File: config.mk
export PLATFORM = sky130hd
export DESIGN_NAME = fifo_wctl
export DESIGN_NICKNAME = d
export VERILOG_FILES = /design/src/rtl/fifo_wctl.sv
export SDC_FILE = /design/constraint.sdc
export NUM_CORES = 1
export LEC_CHECK = 0
export ABC_AREA = 1
export CORE_MARGIN = 2
export CORE_UTILIZATION = 45
export CTS_CLUSTER_SIZE = 16
export DETAILED_ROUTE_END_ITERATION = 12
export PLACE_DENSITY = 0.85
export REMOVE_ABC_BUFFERS = 1
export SLEW_MARGIN = 5
export SYNTH_ARGS = -nofsm -noshare
export SYNTH_HDL_FRONTEND = slang
export SYNTH_SLANG_ARGS = --single-unit
File: constraint.sdc
create_clock -name clock -period 2.81 [get_ports clock]
set_input_delay 0.562 -clock clock [delete_from_list [all_inputs] [get_ports clock]]
set_output_delay 0.562 -clock clock [all_outputs]
set_load 0.03 [all_outputs]
File: src/rtl/fifo_wctl.sv
// Write-side control for an asynchronous FIFO: binary/Gray write pointer,
// registered full / almost_full / level, and a sticky overflow flag.
module fifo_wctl #(
  parameter int ADDRWIDTH    = 8,
  parameter int AFULL_THRESH = 2**ADDRWIDTH - 4
) (
  input  logic                 clock,
  input  logic                 reset,
  input  logic                 wr_en,
  input  logic                 ovf_clr,
  input  logic [ADDRWIDTH:0]   rptr_gray_sync,
  output logic [ADDRWIDTH:0]   wptr_gray,
  output logic [ADDRWIDTH-1:0] waddr,
  output logic                 wr_ram,
  output logic                 full,
  output logic                 almost_full,
  output logic [ADDRWIDTH:0]   wr_level,
  output logic                 overflow
);

  localparam int PW = ADDRWIDTH + 1;
  localparam logic [PW-1:0] AFULL_LVL = PW'(AFULL_THRESH);
  // Full means the write pointer equals the read pointer with the two Gray MSBs inverted.
  localparam logic [PW-1:0] FULL_MASK = PW'(3) << (PW - 2);

  function automatic logic [PW-1:0] bin2gray(input logic [PW-1:0] b);
    return b ^ (b >> 1);
  endfunction

  function automatic logic [PW-1:0] gray2bin(input logic [PW-1:0] g);
    logic [PW-1:0] b;
    b[PW-1] = g[PW-1];
    for (int i = PW - 2; i >= 0; i--) begin
      b[i] = b[i+1] ^ g[i];
    end
    return b;
  endfunction

  logic [PW-1:0] wbin;
  logic [PW-1:0] wbin_next;
  logic [PW-1:0] gray_next;
  logic [PW-1:0] rbin;
  logic [PW-1:0] level_next;
  logic          full_next;

  assign wr_ram = wr_en & ~full;
  assign waddr  = wbin[ADDRWIDTH-1:0];

  always_comb begin
    wbin_next  = wbin + PW'(wr_ram);
    gray_next  = bin2gray(wbin_next);
    rbin       = gray2bin(rptr_gray_sync);
    level_next = wbin_next - rbin;
    full_next  = (gray_next == (rptr_gray_sync ^ FULL_MASK));
  end

  // Register stage: every status output is derived from the post-write pointer.
  always_ff @(posedge clock) begin
    if (reset) begin
      wbin        <= '0;
      wptr_gray   <= '0;
      full        <= 1'b0;
      almost_full <= 1'b0;
      wr_level    <= '0;
      overflow    <= 1'b0;
    end else begin
      wbin        <= wbin_next;
      wptr_gray   <= gray_next;
      full        <= full_next;
      almost_full <= (level_next >= AFULL_LVL);
      wr_level    <= level_next;
      if (wr_en && full) begin
        overflow <= 1'b1;
      end else if (ovf_clr) begin
        overflow <= 1'b0;
      end
    end
  end

endmodule

==> impl_metrics.env, run 1 <==
export IMPL_status="complete, but fails checks"
export IMPL_violations="setup timing"
export IMPL_ys_warn_count=0
export IMPL_wl_per_cell_um=18.84
export IMPL_via_count=2336
export IMPL_p_clk_frac=0.275
export IMPL_multi_input_area_mm2=0.001573
export IMPL_ys_top_cells_by_count="72 x nand2_1, 35 x inv_1, 31 x nand3_1"
export IMPL_netlist_area_leader_share=0.3174
export IMPL_critPathBufInv=5
export IMPL_p_total_mw=1.410
export IMPL_drtIter0Drc=320
export IMPL_crit_path_cell_trace="buf_12 -> inv_6 -> nand2_4 -> nand3_4 -> nand2_4 -> nand2_4 -> nand3_4 -> nand2_4 -> nand2_4 -> nand3_4 -> nand3_2 -> nand3_2 -> nand2_2 -> ha_4 -> inv_2 -> fa_2 -> buf_4 -> xor2_2 -> inv_2 -> nor3_4 -> nand3_2 -> o21ai_2"
export IMPL_synth_edf_count=0
export IMPL_slowest_stage="fa_2"
export IMPL_postSynthAreaPerCell_um2=6.955
export IMPL_cts_buffers=5
export IMPL_min_path_cells=2
export IMPL_dr_pass1_iters=5
export IMPL_die_h_um=67.76
export IMPL_ctsHoldBuffers=0
export IMPL_critPathTopFamily="simple AND/OR/NAND/NOR gates"
export IMPL_required_ns=3.04
export IMPL_p_sw_frac=0.3556
export IMPL_path_max_fanout=4
export IMPL_p_seq_frac=0.319
export IMPL_cts_reportedPaths_clkPinSlew_ns=0.07
export IMPL_p_sw_mw=0.5014
export IMPL_finalSetupViolations=4
export IMPL_drc=0
export IMPL_overflow=0
export IMPL_grt_max_degree=26
export IMPL_area_growth_syn_to_layout_pct=81.05
export IMPL_io_pins=43
export IMPL_cp_depth=22
export IMPL_fin_crit_sh=1.052
export IMPL_intPower_mw=0.9088
export IMPL_gp_congestion=0.8322
export IMPL_setup_tns_ns=-0.4064
export IMPL_p_per_area_mw_per_mm2=425.8
export IMPL_setup_slack_ns=-0.1459
export IMPL_core_area_mm2=0.003943
export IMPL_port_buffer_count=42
export IMPL_slowest_delay_ns=0.41
export IMPL_power_leakage_nw=1.590
export IMPL_min_to="overflow$_SDFFE_PP0P_"
export IMPL_synth_area_leaders="dfxtp_1 32%, nand2_1 15%, nand3_1 8.5%"
export IMPL_fin_crit_ns=2.956
export IMPL_rr_startpoint="full$_SDFF_PP0_"
export IMPL_maxCapViolations=0
export IMPL_hold_start="overflow$_SDFFE_PP0P_"
export IMPL_crit_start="rptr_gray_sync[8]"
export IMPL_synth_top_area_cell="dfxtp_1"
export IMPL_grt_pass1_wl_um=10390
export IMPL_vias_per_cell=5.670
export IMPL_antenna_cells=0
export IMPL_yosysMostFrequentCell="nand2_1"
export IMPL_cp_start_kind="input port"
export IMPL_critPathCaptureType="register"
export IMPL_start_util=0.4640
export IMPL_die_area_mm2=0.004591
export IMPL_seqCellArea_um2=580.6
export IMPL_max_slew_margin=0.6398
export IMPL_cpMostUsedCell="nand2_4"
export IMPL_grt_pass1_vias=2229
export IMPL_h_tree_depth=2
export IMPL_syn_inst=263
export IMPL_grt_use_total=0.3163
export IMPL_drive_gt1_frac=0.4171
export IMPL_nFillCells=195
export IMPL_dp_slack_ns=-0.8778
export IMPL_whs_ns=0.4674
export IMPL_worstSkewPairLatency_ns=0.29
export IMPL_cts_root_buffer="clkbuf_8"
export IMPL_ys_ff_latch=29
export IMPL_antenna_found_initial=0
export IMPL_rsz0062_at_grt="yes"
export IMPL_r2r_end="almost_full$_SDFF_PP0_"
export IMPL_hpwl_um=3465
export IMPL_async_reset_ff_frac=0
export IMPL_crit_type="in2reg"
export IMPL_fin_skew_ns=0.006949
export IMPL_cts_tree="built"
export IMPL_nets=385
export IMPL_synthFlopType="dfxtp_1"
export IMPL_die_width_um=67.76
export IMPL_synth_cell_area_mm2=0.001829
export IMPL_fmax_mhz=338.3
export IMPL_dp_cells=394
export IMPL_pwr_share_comb=0.406
export IMPL_wl_um=7764
export IMPL_hold_violations=0
export IMPL_hp_class="reg2reg"
export IMPL_max_vdd_ir_drop_mv=0.2720
export IMPL_synth_distinct_cells=30
export IMPL_cts_buffer_depth=2
export IMPL_reg2reg_slack_ns=0.25
export IMPL_rows=23
export IMPL_ys_seq_area_frac=0.3174
export IMPL_final_cells=412
export IMPL_worstPathArrival_ns=3.19
export IMPL_worst_pin_slew_ns=0.5395
export IMPL_reg2reg_depth=12
export IMPL_slew_violations=0
export IMPL_cts_sinks=29
export IMPL_ant_nets=0
-- power by group through the flow --
stage          clock network (mW)  logic (mW)  registers, mW
2_1_floorplan                   0       0.149          0.513
3_3_place_gp                    0       0.371          0.456
3_5_place_dp                    0       0.380          0.457
4_1_cts                     0.388       0.460          0.449
5_1_grt                     0.406       0.597          0.452
6_report                    0.388       0.572          0.450
-- cell type report --
cell class | instances | area share
Clock inverter | 1 | 0.001511
Timing Repair Buffer | 96 | 0.2542
Inverter | 38 | 0.04609
Multi-Input combinational cell | 191 | 0.4749
Clock buffer | 7 | 0.02909
Tap cell | 50 | 0.01889
Sequential cell | 29 | 0.1753
-- layer usage --
| layer | up-vias | share of wire | GRT usage |
|---|---|---|---|
| met3 | 67 | 0.077 | 0.09333 |
| met5 | - | 0 | 0 |
| li1 | 1034 | - | - |
| met4 | 0 | 0.078 | 0.2551 |
| met2 | 176 | 0.48 | 0.5453 |
| met1 | 1059 | 0.36 | 0.3123 |
-- placed cells by master (no fill, tap or decap), types with 2 or more instances in the layout --
cell type	count
inv_1	26
nand4_1	5
buf_12	2
clkbuf_8	7
dlygate4sd2_1	3
nand2_2	10
nor2_1	24
ha_4	8
clkdlybuf4s50_1	35
xor2_1	5
nand3_4	14
or2_2	2
inv_2	9
nand3_2	8
ha_1	2
o21ai_2	2
a21oi_1	7
buf_4	53
xor2_4	2
o21ai_1	2
nand3_1	12
nand2_1	55
xor2_2	2
dfxtp_1	29
inv_4	2
buf_6	2
nand4_4	2
xnor2_1	3
a21oi_2	5
nand2_4	10
nor2_4	2
-- state kept, by name (all words and copies together), names as in the netlist --
register / flops
overflow: 1
almost_full: 1
wbin: 8
wptr_gray: 9
wr_level: 9
full: 1
-- worst reg2reg max path, stage by stage (launching register included) --
cell and delay [ns]:
dfxtp_1 0.35, nor2_4 0.12, ha_4 0.17, ha_4 0.20
nand4_4 0.15, nand2_1 0.14, inv_1 0.07, ha_1 0.39
a21oi_1 0.13, o211ai_1 0.36, xor2_1 0.20, inv_1 0.10
o21ai_2 0.13
-- worst max path at each step --
stage | endpoint | slack (ns)
5_1_grt | almost_full$_SDFF_PP0_ | -0.24
3_3_place_gp | almost_full$_SDFF_PP0_ | -0.72
2_1_floorplan | almost_full$_SDFF_PP0_ | -0.29
3_5_place_dp | almost_full$_SDFF_PP0_ | -0.88
6_report | almost_full$_SDFF_PP0_ | -0.15
4_1_cts | almost_full$_SDFF_PP0_ | -0.01
-- logic make-up after synthesis --
family	count (synthesis)	synth area share
DFF	29	0.3174
and+or+nand+nor	150	0.3865
AOI/OAI and AO/OA	18	0.05336
adders and majority gates	11	0.07934
buffers and inverters	43	0.09576
xor gates and xnor gates	12	0.06772
-- stage by stage --
stage / instance area, um2 / util
floorplan: 1797 / -
global placement: 2610 / 0.6620
detailed placement: 2610 / 0.6620
CTS: 3103 / 0.7871
global route: 3312 / 0.8401
finish: 3312 / 0.8401
-- timing repair --
item,in CTS,in global routing
setup buffers,5,5
hold endpoints to repair,0,0
pin swaps,30,24
gates cloned,0,0
gates resized for setup,98,39
endpoints found under the setup margin,8,8
(Power assumes the default switching activity.)
==> run 2, diff against run 1 <==
--- a/config.mk
+++ b/config.mk
@@ -7,10 +7,12 @@
 export LEC_CHECK = 0
 export ABC_AREA = 1
 export CORE_MARGIN = 2
-export CORE_UTILIZATION = 45
+export CORE_UTILIZATION = 57
 export CTS_CLUSTER_SIZE = 16
 export DETAILED_ROUTE_END_ITERATION = 12
-export PLACE_DENSITY = 0.85
+export DONT_BUFFER_PORTS = 1
+export PLACE_DENSITY = 0.84
+export RECOVER_POWER = 100
 export REMOVE_ABC_BUFFERS = 1
 export SLEW_MARGIN = 5
 export SYNTH_ARGS = -nofsm -noshare
==> impl_metrics.env, run 2 (synthesized netlist as in run 1, its figures left out) <==
export IMPL_wl_per_cell_um=13.61
export IMPL_hp_class="in2reg"
export IMPL_drtIter0Drc=73
export IMPL_final_common_cell="nand2_1"
export IMPL_maxCapViolations=0
export IMPL_grt_pass1_vias=1536
export IMPL_area_growth_syn_to_layout_pct=26.47
export IMPL_gp_congestion=0.8370
export IMPL_status="complete, but fails checks"
export IMPL_port_buffer_count=0
export IMPL_fmax_mhz=353.7
export IMPL_hpwl_um=2956
export IMPL_reg2reg_slack_ns=0.18
export IMPL_power_leakage_nw=1.210
export IMPL_path_max_fanout=4
export IMPL_die_width_um=60.65
export IMPL_fin_crit_sh=1.006
export IMPL_via_count=1844
export IMPL_dp_cells=328
export IMPL_worstSkewPairLatency_ns=0.34
export IMPL_grt_max_degree=27
export IMPL_required_ns=3.09
export IMPL_final_cells=338
export IMPL_reg_largest_list="wptr_gray (9), wr_level (9), wbin (8)"
export IMPL_ant_nets=0
export IMPL_crit_path_cell_trace="inv_2 -> nand2_2 -> nand3_4 -> nand3_1 -> nand3_2 -> nand2_4 -> nand2_4 -> nand3_4 -> nand3_4 -> nand3_2 -> nand2_1 -> ha_2 -> inv_2 -> fa_2 -> a31oi_4 -> inv_2 -> buf_4 -> a21oi_1 -> or2_1 -> nand3_2 -> o21ai_2"
export IMPL_crit_type="in2reg"
export IMPL_slowest_delay_ns=0.38
export IMPL_layout_common_cells="61 x nand2_1, 31 x inv_1, 29 x dfxtp_1"
export IMPL_cts_buffer_depth=2
export IMPL_finalSetupViolations=2
export IMPL_hold_violations=0
export IMPL_die_area_mm2=0.003678
export IMPL_slowest_stage="fa_2"
export IMPL_drive_gt1_frac=0.2823
export IMPL_max_slew_margin=0.6833
export IMPL_nets=317
export IMPL_antenna_found_initial=0
export IMPL_grt_use_total=0.2308
export IMPL_rows=20
export IMPL_cts_buffers=5
export IMPL_drc=0
export IMPL_p_per_area_mw_per_mm2=467.1
export IMPL_worst_pin_slew_ns=0.4744
export IMPL_critPathCaptureType="register"
export IMPL_worstPathArrival_ns=3.11
export IMPL_core_area_mm2=0.003053
export IMPL_cts_root_buffer="clkbuf_4"
export IMPL_cts_reportedPaths_clkPinSlew_ns=0.09
export IMPL_antenna_cells=0
export IMPL_grt_pass1_wl_um=6279
export IMPL_fin_crit_ns=2.827
export IMPL_slew_violations=0
export IMPL_io_pins=43
export IMPL_cts_tree="built"
export IMPL_die_h_um=60.65
export IMPL_setup_slack_ns=-0.01748
export IMPL_overflow=0
export IMPL_dr_pass1_iters=6
export IMPL_setup_tns_ns=-0.02354
export IMPL_cp_start_kind="input port"
export IMPL_start_util=0.5992
export IMPL_violations="setup timing"
export IMPL_cts_sinks=29
export IMPL_fin_skew_ns=0.007883
export IMPL_wl_um=4599
export IMPL_nFillCells=223
export IMPL_vias_per_cell=5.456
export IMPL_h_tree_depth=2
export IMPL_max_vdd_ir_drop_mv=0.3121
export IMPL_whs_ns=0.2855
export IMPL_post_route_util=0.7578
run 2: path summary, 6_finish.rpt:
kind / start / endpoint / cells after the start
worst max-delay path: rptr_gray_sync[8] / almost_full$_SDFF_PP0_ / 21
worst min-delay path: reset / wptr_gray[7]$_SDFF_PP0_ / 1
worst max register to register: full$_SDFF_PP0_ / almost_full$_SDFF_PP0_ / 13
worst min register to register: overflow$_SDFFE_PP0P_ / overflow$_SDFFE_PP0P_ / 2
run 2: area by class of cell:
type	count	area, um2	share of cell area
well taps	44	55.05	0.02380
repair buffers	28	180.2	0.07788
multi-input cells	191	1285	0.5554
clock buffers	7	65.06	0.02812
flip-flops and latches	29	580.6	0.2509
inverters	38	142.6	0.06166
clock inverters	1	5.005	0.002163
run 2: what timing repair did:
item                       4_1_cts  5_1_grt
setup buffers                    0        2
setup endpoints to repair        0        4
hold buffers                     0        0
gates resized for setup          0       51
run 2: through the flow:
step	area, um2	setup slack, ns	power (mW)
floorplan	1797	-0.2864	0.6625
detailed placement	2047	-0.2960	0.7371
finish	2313	-0.01748	1.081
global placement	2047	-0.1699	0.7301
global route	2313	-0.1226	1.126
CTS	2117	0.02313	1.030
run 2: metal layers:
| metal | share of wire | track usage |
|---|---|---|
| met2 | 0.49 | 0.3779 |
| met3 | 0.076 | 0.08529 |
| met4 | 0.023 | 0.09938 |
| met1 | 0.41 | 0.2713 |
| met5 | 0 | 0 |
run 2: worst max-delay path: cells and delay by family:
family                   cells  cell delay, ns
adder cells (fa/ha/maj)      2            0.55
AND/OR/NAND/NOR             12            1.24
AO/OA/AOI/OAI                3            0.44
buffers and inverters        4            0.30
run 2: report_power, final:
group          switching [mW]  total (mW)  internal, mW
Sequential             0.0598       0.499         0.439
Combinational           0.167       0.290         0.122
Clock                   0.148       0.292         0.145
Total                   0.375        1.08         0.706
